### src/rtl/freq_sig_gen.sv
// freq_sig_gen: programmable square-wave source driven by a BCD frequency request.
// Ports:
//   clck        system clock, rising edge
//   rst         asynchronous active-high reset
//   freq_bcd    8-digit BCD frequency in Hz, sampled with load
//   load        one-cycle request strobe, accepted only in IDLE or RUN
//   sigout      generated square wave
//   active      high while the wave is running
//   busy        high while converting, checking or dividing
//   err         sticky illegal-request flag, cleared by the next accepted load
//   half_period current half-period in clck cycles
module freq_sig_gen #(
   parameter int unsigned CLK_HZ = 50_000_000
) (
   input  logic        clck,
   input  logic        rst,
   input  logic [31:0] freq_bcd,
   input  logic        load,
   output logic        sigout,
   output logic        active,
   output logic        busy,
   output logic        err,
   output logic [31:0] half_period
);
   localparam logic [2:0] IDLE  = 3'd0;
   localparam logic [2:0] CONV  = 3'd1;
   localparam logic [2:0] CHECK = 3'd2;
   localparam logic [2:0] DIV   = 3'd3;
   localparam logic [2:0] RUN   = 3'd4;
   localparam logic [31:0] CLKV = 32'(CLK_HZ);
   logic [2:0]  state;
   logic [31:0] bcd;
   logic [26:0] acc;
   logic        bad;
   logic [4:0]  cnt;
   logic [28:0] rem;
   logic [31:0] quo;
   logic [31:0] tick;
   logic [27:0] dsr;
   logic [26:0] acc_next;
   logic [29:0] trial;
   logic        ge;
   logic        accept;
   assign dsr      = {acc, 1'b0};
   // acc*10 as (acc<<3)+(acc<<1); cannot overflow for legal digit strings
   assign acc_next = {acc[23:0], 3'b0} + {acc[25:0], 1'b0} + {23'b0, bcd[31:28]};
   // restoring division step: shift the next dividend bit into the remainder
   assign trial    = {rem, quo[31]};
   assign ge       = trial >= {2'b0, dsr};
   assign accept   = load && (state == IDLE || state == RUN);
   assign active   = state == RUN;
   assign busy     = state == CONV || state == CHECK || state == DIV;
   always_ff @(posedge clck or posedge rst) begin
      if (rst) begin
         state       <= IDLE;
         bcd         <= '0;
         acc         <= '0;
         bad         <= 1'b0;
         cnt         <= '0;
         rem         <= '0;
         quo         <= '0;
         tick        <= '0;
         sigout      <= 1'b0;
         err         <= 1'b0;
         half_period <= '0;
      end else if (accept) begin
         // a new request always wins over a coincident RUN toggle
         state  <= CONV;
         bcd    <= freq_bcd;
         acc    <= '0;
         bad    <= 1'b0;
         cnt    <= '0;
         err    <= 1'b0;
         sigout <= 1'b0;
      end else begin
         case (state)
            CONV: begin
               if (cnt == 5'd8) begin
                  state <= CHECK;
               end else begin
                  acc <= acc_next;
                  bad <= bad | (bcd[31:28] > 4'd9);
                  bcd <= {bcd[27:0], 4'h0};
                  cnt <= cnt + 5'd1;
               end
            end
            CHECK: begin
               if (bad || acc == '0 || {4'b0, dsr} > CLKV) begin
                  state  <= IDLE;
                  err    <= 1'b1;
                  sigout <= 1'b0;
               end else begin
                  state <= DIV;
                  rem   <= '0;
                  quo   <= CLKV;
                  cnt   <= '0;
               end
            end
            DIV: begin
               rem <= ge ? 29'(trial - {2'b0, dsr}) : trial[28:0];
               quo <= {quo[30:0], ge};
               cnt <= cnt + 5'd1;
               if (cnt == 5'd31) begin
                  half_period <= {quo[30:0], ge};
                  tick        <= '0;
                  state       <= RUN;
               end
            end
            RUN: begin
               if (tick == half_period - 32'd1) begin
                  sigout <= ~sigout;
                  tick   <= '0;
               end else begin
                  tick <= tick + 32'd1;
               end
            end
            default: state <= IDLE;
         endcase
      end
   end
endmodule
### config.mk
export PLATFORM = sky130hd
export DESIGN_NAME = freq_sig_gen
export DESIGN_NICKNAME = d
export VERILOG_FILES = /design/src/rtl/freq_sig_gen.sv
export SDC_FILE = /design/constraint.sdc
export NUM_CORES = 1
export LEC_CHECK = 0
export CAP_MARGIN = 15
export CORE_MARGIN = 2
export CORE_UTILIZATION = 45
export DETAILED_ROUTE_END_ITERATION = 10
export HOLD_SLACK_MARGIN = 0.03
export MAX_ROUTING_LAYER = met4
export SETUP_SLACK_MARGIN = 0.1
export SYNTH_ARGS = -nofsm -noshare
export SYNTH_HDL_FRONTEND = slang
export SYNTH_SLANG_ARGS = --single-unit
### constraint.sdc
create_clock -name clck -period 7.6 [get_ports clck]
set_clock_uncertainty 0.2 [all_clocks]
set_input_delay 0.76 -clock clck [delete_from_list [all_inputs] [get_ports clck]]
set_output_delay 0.76 -clock clck [all_outputs]
set_load 0.05 [all_outputs]
# Yosys cells after proc, flatten, opt, wreduce, memory -nomap -nowiden
# Cells that the tools add are included.
[classes] add_sub_neg=6 multipliers=0 n_div=0 order_cmp=3 eq_ne=17 shift=0 n_mux=33 bitwise_logic=3 reduce_logical=23
[ops] operator="2-to-1 mux 32 bit" count=6
[ops] operator="case mux 32 bit (2 select lines)" count=2
[ops] operator="2-to-1 mux 27 bit" count=3
[ops] operator="2-to-1 mux 29 bit" count=2
[ops] operator="case mux 29 bit (2 select lines)" count=1
[ops] operator="adder 32 x 1 -> 32 bit, second input constant" count=1
[ops] operator="== test 32 bit" count=1
[ops] operator="subtractor 32 x 1 -> 32 bit, second input constant" count=1
[ops] operator="greater-or-equal comparator 30 x 28 -> 1 bit" count=1
[ops] operator="subtractor 29 x 28 -> 29 bit" count=1
[ops] operator="> comparator 28 x 26 -> 1 bit, second input constant" count=1
[ops] operator="adder 27 bit" count=1
[ops] operator="adder 27 x 4 -> 27 bit" count=1
[ops] operator="logical NOT 27 bit" count=1
[ops] operator="AND reduction 3 bit" count=6
[ops] operator="2-to-1 mux 5 bit" count=3
[ops] operator="case mux 5 bit (3 select lines)" count=1
[ops] operator="case mux 3 bit (4 select lines)" count=1
[ops] operator="nonzero test 2 bit" count=5
[ops] operator="2-to-1 mux 1 bit" count=9
[ops] operator="2-to-1 mux 3 bit" count=3
[ops] operator="!= test 3 x 2 -> 1 bit, second input constant" count=3
[ops] operator="== test 3 x 2 -> 1 bit, second input constant" count=2
[ops] operator="!= test 3 bit, second input constant" count=2
[ops] operator="other kinds (19)" count=27
[totals] reg_bits=195 latchBits=0 mem_bits_rw=0 rom_bits=0 in_bits=35 out_inout_bits=36 word_cells=96 mem_count=0

# Longest topological paths before layout
[depth] word_depth=6 mapped_depth=14

# Worst setup path after synthesis
# OpenSTA, ideal clock, no wires.
[synth_timing] path_kind="flip-flop to flip-flop" from="register half_period[4]" to="register tick[15]" setup_time_ns=0.121 t_arrival_ns=3.870 required_ns=7.279 slack_ns=3.409 stages_incl_launch_ff=14 n_path_buf=5 path_cell_list="dfrtp_1 -> buf_2 -> or3_1 -> buf_2 -> or4_1 -> clkbuf_1 -> nor4_1 -> mux2_2 -> or4_4 -> nor4_4 -> nor3_2 -> buf_6 -> buf_6 -> a22o_1"
[synth_between] elab_chain_len=4
[synth_rtl] item="from (decl)" line="23" text="output logic [31:0] half_period"
[synth_rtl] item="from (signal assigned)" line="104" text="half_period <= {quo[30:0], ge};"
[synth_rtl] item="subtractor 32 x 1 -> 32 bit" line="110" text="if (tick == half_period - 32'd1) begin"
[synth_rtl] item="== test 32 bit" line="110"
[synth_rtl] item="2-to-1 mux 32 bit" line="110"
[synth_rtl] item="case mux 32 bit (2 select lines)" line="76" text="case (state)"
[synth_rtl] item="to (signal assigned)" line="114" text="tick <= tick + 32'd1;"
[synth_rtl] item="to (decl)" line="38" text="logic [31:0] tick;"
# No other way between the ends.
# A chain may end at the register's enable or synchronous reset.

# Final worst setup path
[layout_timing] from="register half_period[4]" to="register tick[30]"
# The elaborated chain is that of the path after synthesis.

==> run metrics <==
Reg2Reg Depth=10; # fillers=around 2,600; drt drc=0; Synth top area share=0.388; leading area contributor after synthesis=dfrtp_1; Core ar.=about 28,000 sq um; Slew @ Worst Pin=slightly above 1 ns; Slew Viols, Final=0; CTS tree=yes; CP required=a little under 8 ns; PnR worst setup slack=a little over 3 ns; gate count after technology mapping=1,391; status=complete, no violations; Worst-path clk slew=roughly 0.070 ns; Worst Hold Class=reg -> reg; syn_nets=between 1,500 and 2,000; post-CTS setup buffers=0; Clock Tree Buf Depth=2; M1 WL=around 16,000 um; Hold Path End=bcd[10]; num rows=61; Die H=171 um; total power=between 5 and 6 mW; Tmin final=4.55 ns; unrepaired setup endpoints after global routing=false; hold buffer count at CTS=0; R2R setup slack=3.05 ns; pin count of the biggest net entering global routing=124; WHS=0.277 ns; die area=29,300 sq um; WL final=approximately 32,000 um; worst rel slew slack=0.319; ant diodes=0; TritonCTS buffer count=17; post-DP HPWL=about 23,000 um; CP Launch Point=half_period[4]; synth warn=0; EDFF count, synth=0; CTS Sinks=~200; CTS root buf=clkbuf_16; top post-synthesis cells by area=dfrtp_1 (39%), ha_1 (8.0%), nand2_1 (4.7%); nets=1,538; Synth Register Bits=around 200; most frequent cells after synthesis=dfrtp_1 (195), nand2_1 (159), o21ai_0 (91); Starting Density=0.455; Pre-antenna DRT Iters=5; layout cells sized above 1=0.0684; gr usage total=0.232; Setup crit end kind=register; Max VDD drop=slightly below 0.2 mV; count leader, synth=dfrtp_1; WS Path Type=reg -> reg; Pleak=about 6.5 nW; Placer Congestion=around 0.83; worst path arrival time=4.68 ns; Hold Path Origin=bcd[10]; Yosys cell types=73; global-route wire length before repair=52,800 um; post-synthesis sequential area ratio=0.388; CP max FO=58; Synth Flop Type=dfrtp_1; post-DR wirelength/cell=roughly 18 um; ANT nets after route=0; chip width=approximately 170 um; syn_area_per_cell=approximately 9 sq um; io pins=71; post-route core utilization=0.515; max_cap viols=0; WL met3=between 1000 and 1500 um; Vias=approximately 11,000; PwrDens=383 nW/um^2; Fin. Hold Viols=0; CTS H-tree lvls=4; startpoint types=register; vias in the first global route=a little under 10,000; synth-to-layout area growth=13.0%; First DRT Iteration DRCs=between 500 and 600; FF-to-FF End=tick[30]; Final setup viols=0; Crit Reg-Reg Startpoint=half_period[4]; top layer used by detailed routing=met4; Hold Path Stages=2; Via-to-Cell Ratio=just under 6; Skew-Pair Late Insertion Delay=0.45 ns; Mapped Area=around 13,000 sq um; # resized after CTS=0; Async SR Flop Fraction=1.00; Overflow after GRT=0; Fin Setup TNS=0 ns; IO buf count=70; final worst path period share=0.599; maximum clock rate=0.220 GHz; DR WL met2=about 14,000 um; initial antenna violation count=0; Post-Place Setup Slack=roughly 3.1 ns
==> state kept, by name, indices dropped and copies added, names as in the netlist <==
register and flops:
cnt 5, acc 27, bcd 32, quo 32, err 1, rem 29
bad 1, half_period 32, sigout 1, tick 32, state 3
==> critical path, cell delays in order, from the launching register on <==
cell and delay, ns:
dfrtp_1 0.47, or3_1 0.51, or4_1 0.71, nor4_1 0.25
mux2_2 0.37, or4_4 0.54, nor4_4 0.49, nor3_4 0.04
buf_4 0.31, and3_1 0.25, a221o_1 0.25
==> cells by family after synthesis <==
family          Yosys count  share of synthesized area
buf+inv                 140                     0.0440
flops                   195                      0.388
fa+ha+maj                83                     0.0843
mux                      57                     0.0486
simple gates            462                      0.184
xor+xnor                 75                     0.0522
compound gates          379                      0.199
==> cell type report <==
class	count	area [sq um]	area share
Multi-Input combinational cell	1056	7180	0.505
Sequential cell	195	4880	0.343
Timing Repair Buffer	86	821	0.0577
Tap cell	378	473	0.0333
Clock buffer	18	439	0.0309
Inverter	64	248	0.0174
Clock inverter	14	186	0.0131
==> power breakdown <==
group	internal [mW]	leakage, nW	switching (mW)
Sequential	1.34	2.53	0.282
Combinational	1.17	3.71	1.68
Clock	0.538	0.301	0.445
==> worst max path at each step <==
| stage | endpoint | slack (ns) | cells after the start |
|---|---|---|---|
| finish | tick[30] | 3.05 | 10 |
| global route | tick[30] | 2.92 | 10 |
| CTS | tick[30] | 3.11 | 10 |
| detailed placement | tick[30] | 3.12 | 10 |
| global placement | tick[30] | 3.17 | 10 |
| floorplan | acc[0] | 1.33 | 1 |
==> cell usage in the layout, fill, tap and decap left out, types with 18 or more instances in the layout <==
cell	Yosys	final
nor2_1	62	61
a21oi_1	80	80
dfrtp_1	195	195
and3_1	29	29
ha_1	80	80
inv_1	63	62
xnor2_1	40	40
o21ai_0	91	90
mux2i_1	24	24
a21o_1	24	24
xor2_1	35	35
nand2_1	159	159
nor3_1	34	34
mux2_2	33	33
clkdlybuf4s50_1	0	70
nand3_1	62	62
nand2b_1	18	18
a22oi_1	30	30
a22o_1	31	31
==> layer usage <==
layer  vias to the layer above  track usage
met3                        36       0.0416
met2                       226        0.350
met5                         -            -
li1                       5158            -
met1                      5119        0.324
met4                         0       0.0582
==> metrics by stage <==
step | instance area [sq um] | std cells
after floorplan | 12600 | 1391
after global placement | 13600 | 1779
after detailed placement | 13600 | 1779
after CTS | 14200 | 1811
after global routing | 14200 | 1811
final | 14200 | 1811
Power figures use the tool's default switching activity.
==> patch 1 (same settings) <==
Put a register stage on the outputs `active` and `busy`, without a reset. The values now appear one clock later. The other outputs are not delayed to match.
--- a/src/rtl/freq_sig_gen.sv
+++ b/src/rtl/freq_sig_gen.sv
@@ -48,8 +48,10 @@
    assign trial    = {rem, quo[31]};
    assign ge       = trial >= {2'b0, dsr};
    assign accept   = load && (state == IDLE || state == RUN);
-   assign active   = state == RUN;
-   assign busy     = state == CONV || state == CHECK || state == DIV;
+   always_ff @(posedge clck) begin
+      active <= state == RUN;
+      busy   <= state == CONV || state == CHECK || state == DIV;
+   end
    always_ff @(posedge clck or posedge rst) begin
       if (rst) begin
          state       <= IDLE;
Formal check against the unedited RTL: not equivalent (a bounded check fails within 4 cycles, from zero or initial values and one cycle with rst high).
==> patch 1 against the original RTL <==
Routed wire length hardly changed; first-iteration DRC count up 17%; synthesized cell count increased by 0.14%; power shrank 1.1%; utilization shrank 0.21 points; final cell count up 0.11%; setup slack gained 0.088 ns; synthesized area increased by 0.32%; global-route usage decreased by 0.18 points; cell area is 0.14% lower; sequential cell count rose by 2; largest cell class unchanged; largest power group unchanged.
==> patch 1: results (changes against the original RTL) <==
| Metric | Value |
|---|---|
| Routed vias | `10500 (-0.55%)` |
| Period minus WS final | `4.46 ns (-0.0882 ns)` |
| Peak supply drop | `0.156 mV (-21%)` |
| Via count of the first global-routing pass | `9851 (-0.24%)` |
| Number of antenna violations at the first check in global routing | `0 (unchanged)` |
| Launch instance of the worst min-delay path | `bcd[28]` |
| End-of-flow core utilization | `0.513 (-0.00214)` |
| Met1 routing resource usage after global routing | `0.327 (+0.00268)` |
| Hold slack | `0.274 ns (-0.00225 ns)` |
| First-iteration detailed-routing DRC count | `702 (+17%)` |
| R2r setup slk | `3.14 ns (+0.09 ns)` |
| Count of filler cells inserted in the layout | `2610 (-0.50%)` |
| Wire length of the first global-routing pass | `52.6 mm (-0.31%)` |
| Number of instances in the placed design | `1780 (+0.056%)` |
| Wire length on met2 | `14.3 mm (-0.55%)` |
| Clock transition at the register clock pins on the worst setup and hold paths after CTS | `0.09 ns (+0.02 ns)` |
| Overall track demand over capacity in global routing | `0.230 (-0.00177)` |
| Number of nets in the final layout | `1540 (+0.13%)` |
| Quantity of hold-fixing buffers added after cts | `0 (unchanged)` |
| Tightest slew margin relative to the limit | `0.305 (-0.0146)` |
| WL/cell | `17.7 um (about the same)` |
| Static leakage | `6.54 nW (about the same)` |
| Pin count of the biggest net entering global routing | `134 (+8.1%)` |
| Met2 Track Usage GR | `0.344 (-0.00577)` |
| Post-Route M1 WL | `15.8 mm (+0.33%)` |
| Fraction of final layout cells sized beyond drive strength 1 | `0.0676 (-0.000792)` |
| Leading cell types by total area after synthesis | `dfrtp_1, ha_1, nand2_1` |
| Register area share after synthesis | `0.390 (+0.00194)` |
| Post-synthesis async set-or-reset flop share | `0.990 (-0.0102)` |
| Worst Hold End | `acc[0]` |
| WP data arrival | `4.60 ns (-0.08 ns)` |
| Amount of wire on met3 after detailed routing | `1.42 mm (+10%)` |
| Total wirelength of the detailed-routed design | `32.1 mm (about the same)` |
| Status | `finished clean` |
| Uppermost metal layer occupied by signal nets | `met4` |
| Final weighted congestion in routability-driven placement | `0.916 (+10%)` |
| Met3 routing resource usage after global routing | `0.0364 (-0.00529)` |
| Average instance area after synthesis | `9.06 um2 (+0.17%)` |
| Clock network latency to the later pin of the worst-skew pair | `~0.44 ns` |
==> patch 1: cell types whose count changed after synthesis, sizes merged <==
cell / delta
dfxtp: +2
==> patch 1: cell type report <==
cell class / instances / share of cell area
flip-flops and latches: 197 / 0.346
repair buffers: 86 / 0.0578
clock inverters: 14 / 0.00960
inverters: 64 / 0.0174
clock buffers: 18 / 0.0302
multi-input cells: 1056 / 0.505
well taps: 378 / 0.0333
==> patch 1: kinds of logic (layout without fill, tap and decap cells) <==
logic type      after synthesis  in the layout  share of synthesized area
compound gates              379            379                      0.198
xor+xnor                     75             75                     0.0520
fa+ha+maj                    83             83                     0.0840
buf+inv                     140            182                     0.0439
flops                       197            197                      0.390
mux                          57             57                     0.0485
simple gates                462            462                      0.184
==> patch 1: power groups by stage <==
stage	combinational (mW)	clock (mW)	sequential, mW
finish	2.86	0.909	1.63
global route	3.27	0.965	1.67
CTS	2.87	0.925	1.63
detailed placement	2.86	0	1.65
global placement	2.81	0	1.64
floorplan	2.25	0	1.56
==> patch 2 (same flow settings) <==
Made on the original files. The parameter `CLK_HZ` goes from 50_000_000 to 33_554_432.
--- a/src/rtl/freq_sig_gen.sv
+++ b/src/rtl/freq_sig_gen.sv
@@ -10,7 +10,7 @@
 //   err         sticky illegal-request flag, cleared by the next accepted load
 //   half_period current half-period in clck cycles
 module freq_sig_gen #(
-   parameter int unsigned CLK_HZ = 50_000_000
+   parameter int unsigned CLK_HZ = 33_554_432
 ) (
    input  logic        clck,
    input  logic        rst,
Check against the original RTL: no difference found for any inputs over 10 cycles, from zero or initial values and one cycle with rst high; that may be too few to reach the edited logic, so the function may still have changed.
==> patch 2 against the original RTL <==
Routed wire length up 2.4%; fmax up 13%; synthesized cell count up 4.5%; die area up 1.2%; cell area up 0.69%; sequential cell count unchanged; synthesized area up 1.2%; setup slack better by 0.53 ns; utilization down 0.073 points; power down 2.7%; critical path type unchanged.
==> patch 2: results (changes against the original RTL) <==
| Metric | Value |
|---|---|
| First-pass iteration count of the detailed router | `5 (unchanged)` |
| Via count of the first global-routing pass | `10500 (+6.1%)` |
| Standard cell area after detailed placement | `0.0138 mm2 (+1.3%)` |
| Startpoint of the most critical register-to-register path | `half_period[6]` |
| Clock transition at the register clock pins on the worst setup and hold paths after CTS | `0.07 ns (about the same)` |
| H-tree Lvls | `4 (unchanged)` |
| Worst Reg2Reg Path Length in Cells | `10 (unchanged)` |
| Fraction of final layout cells sized beyond drive strength 1 | `0.0680 (-0.000388)` |
| WP data arrival | `4.15 ns (-0.53 ns)` |
| R2r setup slk | `3.58 ns (+0.53 ns)` |
| Port-buffer cells | `70 (unchanged)` |
| Register area share after synthesis | `0.383 (-0.00453)` |
| Pin count of the biggest net entering global routing | `132 (+6.5%)` |
| Final weighted congestion in routability-driven placement | `0.903 (+8.7%)` |
| Peak supply drop | `0.232 mV (+18%)` |
| Most instantiated flip-flop cell in the synthesis netlist | `dfrtp_1` |
| Status | `finished clean` |
| Syn Nets | `1572 (+4.2%)` |
| Worst Hold End | `bcd[25]` |
| DP HPWL | `22.8 mm (+0.47%)` |
| Leading cell types by total area after synthesis | `dfrtp_1, ha_1, nand2_1` |
| Wire length of the first global-routing pass | `54.9 mm (+4.0%)` |
| Top post-synthesis cells by count | `nand2_1, dfrtp_1, o21ai_0, ha_1, nand3_1` |
| Number of antenna violations at the first check in global routing | `0 (unchanged)` |
| Routed vias | `10800 (+2.8%)` |
| Synthesis warning total | `0 (unchanged)` |
| Post-synthesis async set-or-reset flop share | `1.00 (unchanged)` |
| CTS buffer count | `17 (unchanged)` |
| Number of gates resized after cts | `0 (unchanged)` |
| Root buf cell | `clkbuf_16` |
| Static leakage | `6.67 nW (+1.9%)` |
| Overall track demand over capacity in global routing | `0.237 (+0.00531)` |
| Count of filler cells inserted in the layout | `2640 (+0.65%)` |
| Hold Path Class | `reg -> reg` |
| Cell variety after synth | `74 (+1.4%)` |
| RR Endpoint | `tick[10]` |
| Highest net fanout along the worst path | `56 (-3.4%)` |
| Slowest library cell on the worst path | `or4_1` |
| Worst hold path depth | `2 (unchanged)` |
| Worst stage delay on the critical path | `0.74 ns (+0.03 ns)` |
| Inserted Diodes | `0 (unchanged)` |
| Launch instance of the worst min-delay path | `bcd[25]` |
| Post-CTS setup buffers | `0 (unchanged)` |
| Total wirelength of the detailed-routed design | `32.8 mm (+2.4%)` |
| Longest Clk Path Bufs | `2 (unchanged)` |
| Clock network latency to the later pin of the worst-skew pair | `0.45 ns (about the same)` |
| Measured slew at the worst slew-check pin | `1.09 ns (+0.0747 ns)` |
| First-iteration detailed-routing DRC count | `829 (+38%)` |
[patch 2: kinds of logic after synthesis]
logic type,count (synthesis),synth area share
AND/OR/NAND/NOR,539,0.206
AO/OA/AOI/OAI,372,0.189
flip-flops,195,0.383
buffers and inverters,136,0.0412
adder cells (fa/ha/maj),83,0.0833
XOR/XNOR,74,0.0509
multiplexers,55,0.0464
[patch 2: worst max-delay path: cells and delay by family, from the launching register on]
kind	cells	cell delay (ns)
compound gates	2	0.43
buf+inv	1	0.48
flops	1	0.46
simple gates	7	2.33
[patch 2: how the worst max path moves through the flow]
stage	end	from	cells past startpoint	slack, ns
after global placement	rem[23]	acc[1]	11	3.72
after global routing	rem[23]	acc[1]	11	3.37
after floorplan	acc[0]	rst	1	1.33
after detailed placement	tick[10]	half_period[6]	10	3.64
after CTS	tick[10]	half_period[6]	10	3.62
final	tick[10]	half_period[6]	10	3.58
[patch 2: metal layers]
layer / up-vias / global-route usage / part of all wire
met5: - / - / 0
met3: 24 / 0.0369 / 0.042
met2: 236 / 0.363 / 0.46
met1: 5227 / 0.335 / 0.49
met4: 0 / 0.0493 / 0.0099
li1: 5350 / - / -
[patch 2: per-stage QoR]
stage	hold WS, ns	total power [mW]	utilization	std cells
finish	0.278	5.30	0.514	1878
global route	0.300	5.80	0.514	1878
CTS	0.282	5.33	0.514	1878
detailed placement	0.263	4.43	0.494	1846
global placement	0.255	4.39	0.494	1846
floorplan	0.239	3.73	-	1454
[patch 2: cell type report]
cell class / instances / area share
clock inverters: 13 / 0.00769
well taps: 378 / 0.0330
multi-input cells: 1123 / 0.514
clock buffers: 19 / 0.0309
inverters: 66 / 0.0178
flip-flops and latches: 195 / 0.341
repair buffers: 84 / 0.0563
[patch 2: where the power goes]
part	total [mW]	internal [mW]	switching, mW
logic	2.87	1.13	1.74
clock network	0.883	0.440	0.443
registers	1.55	1.29	0.255
total	5.30	2.86	2.44
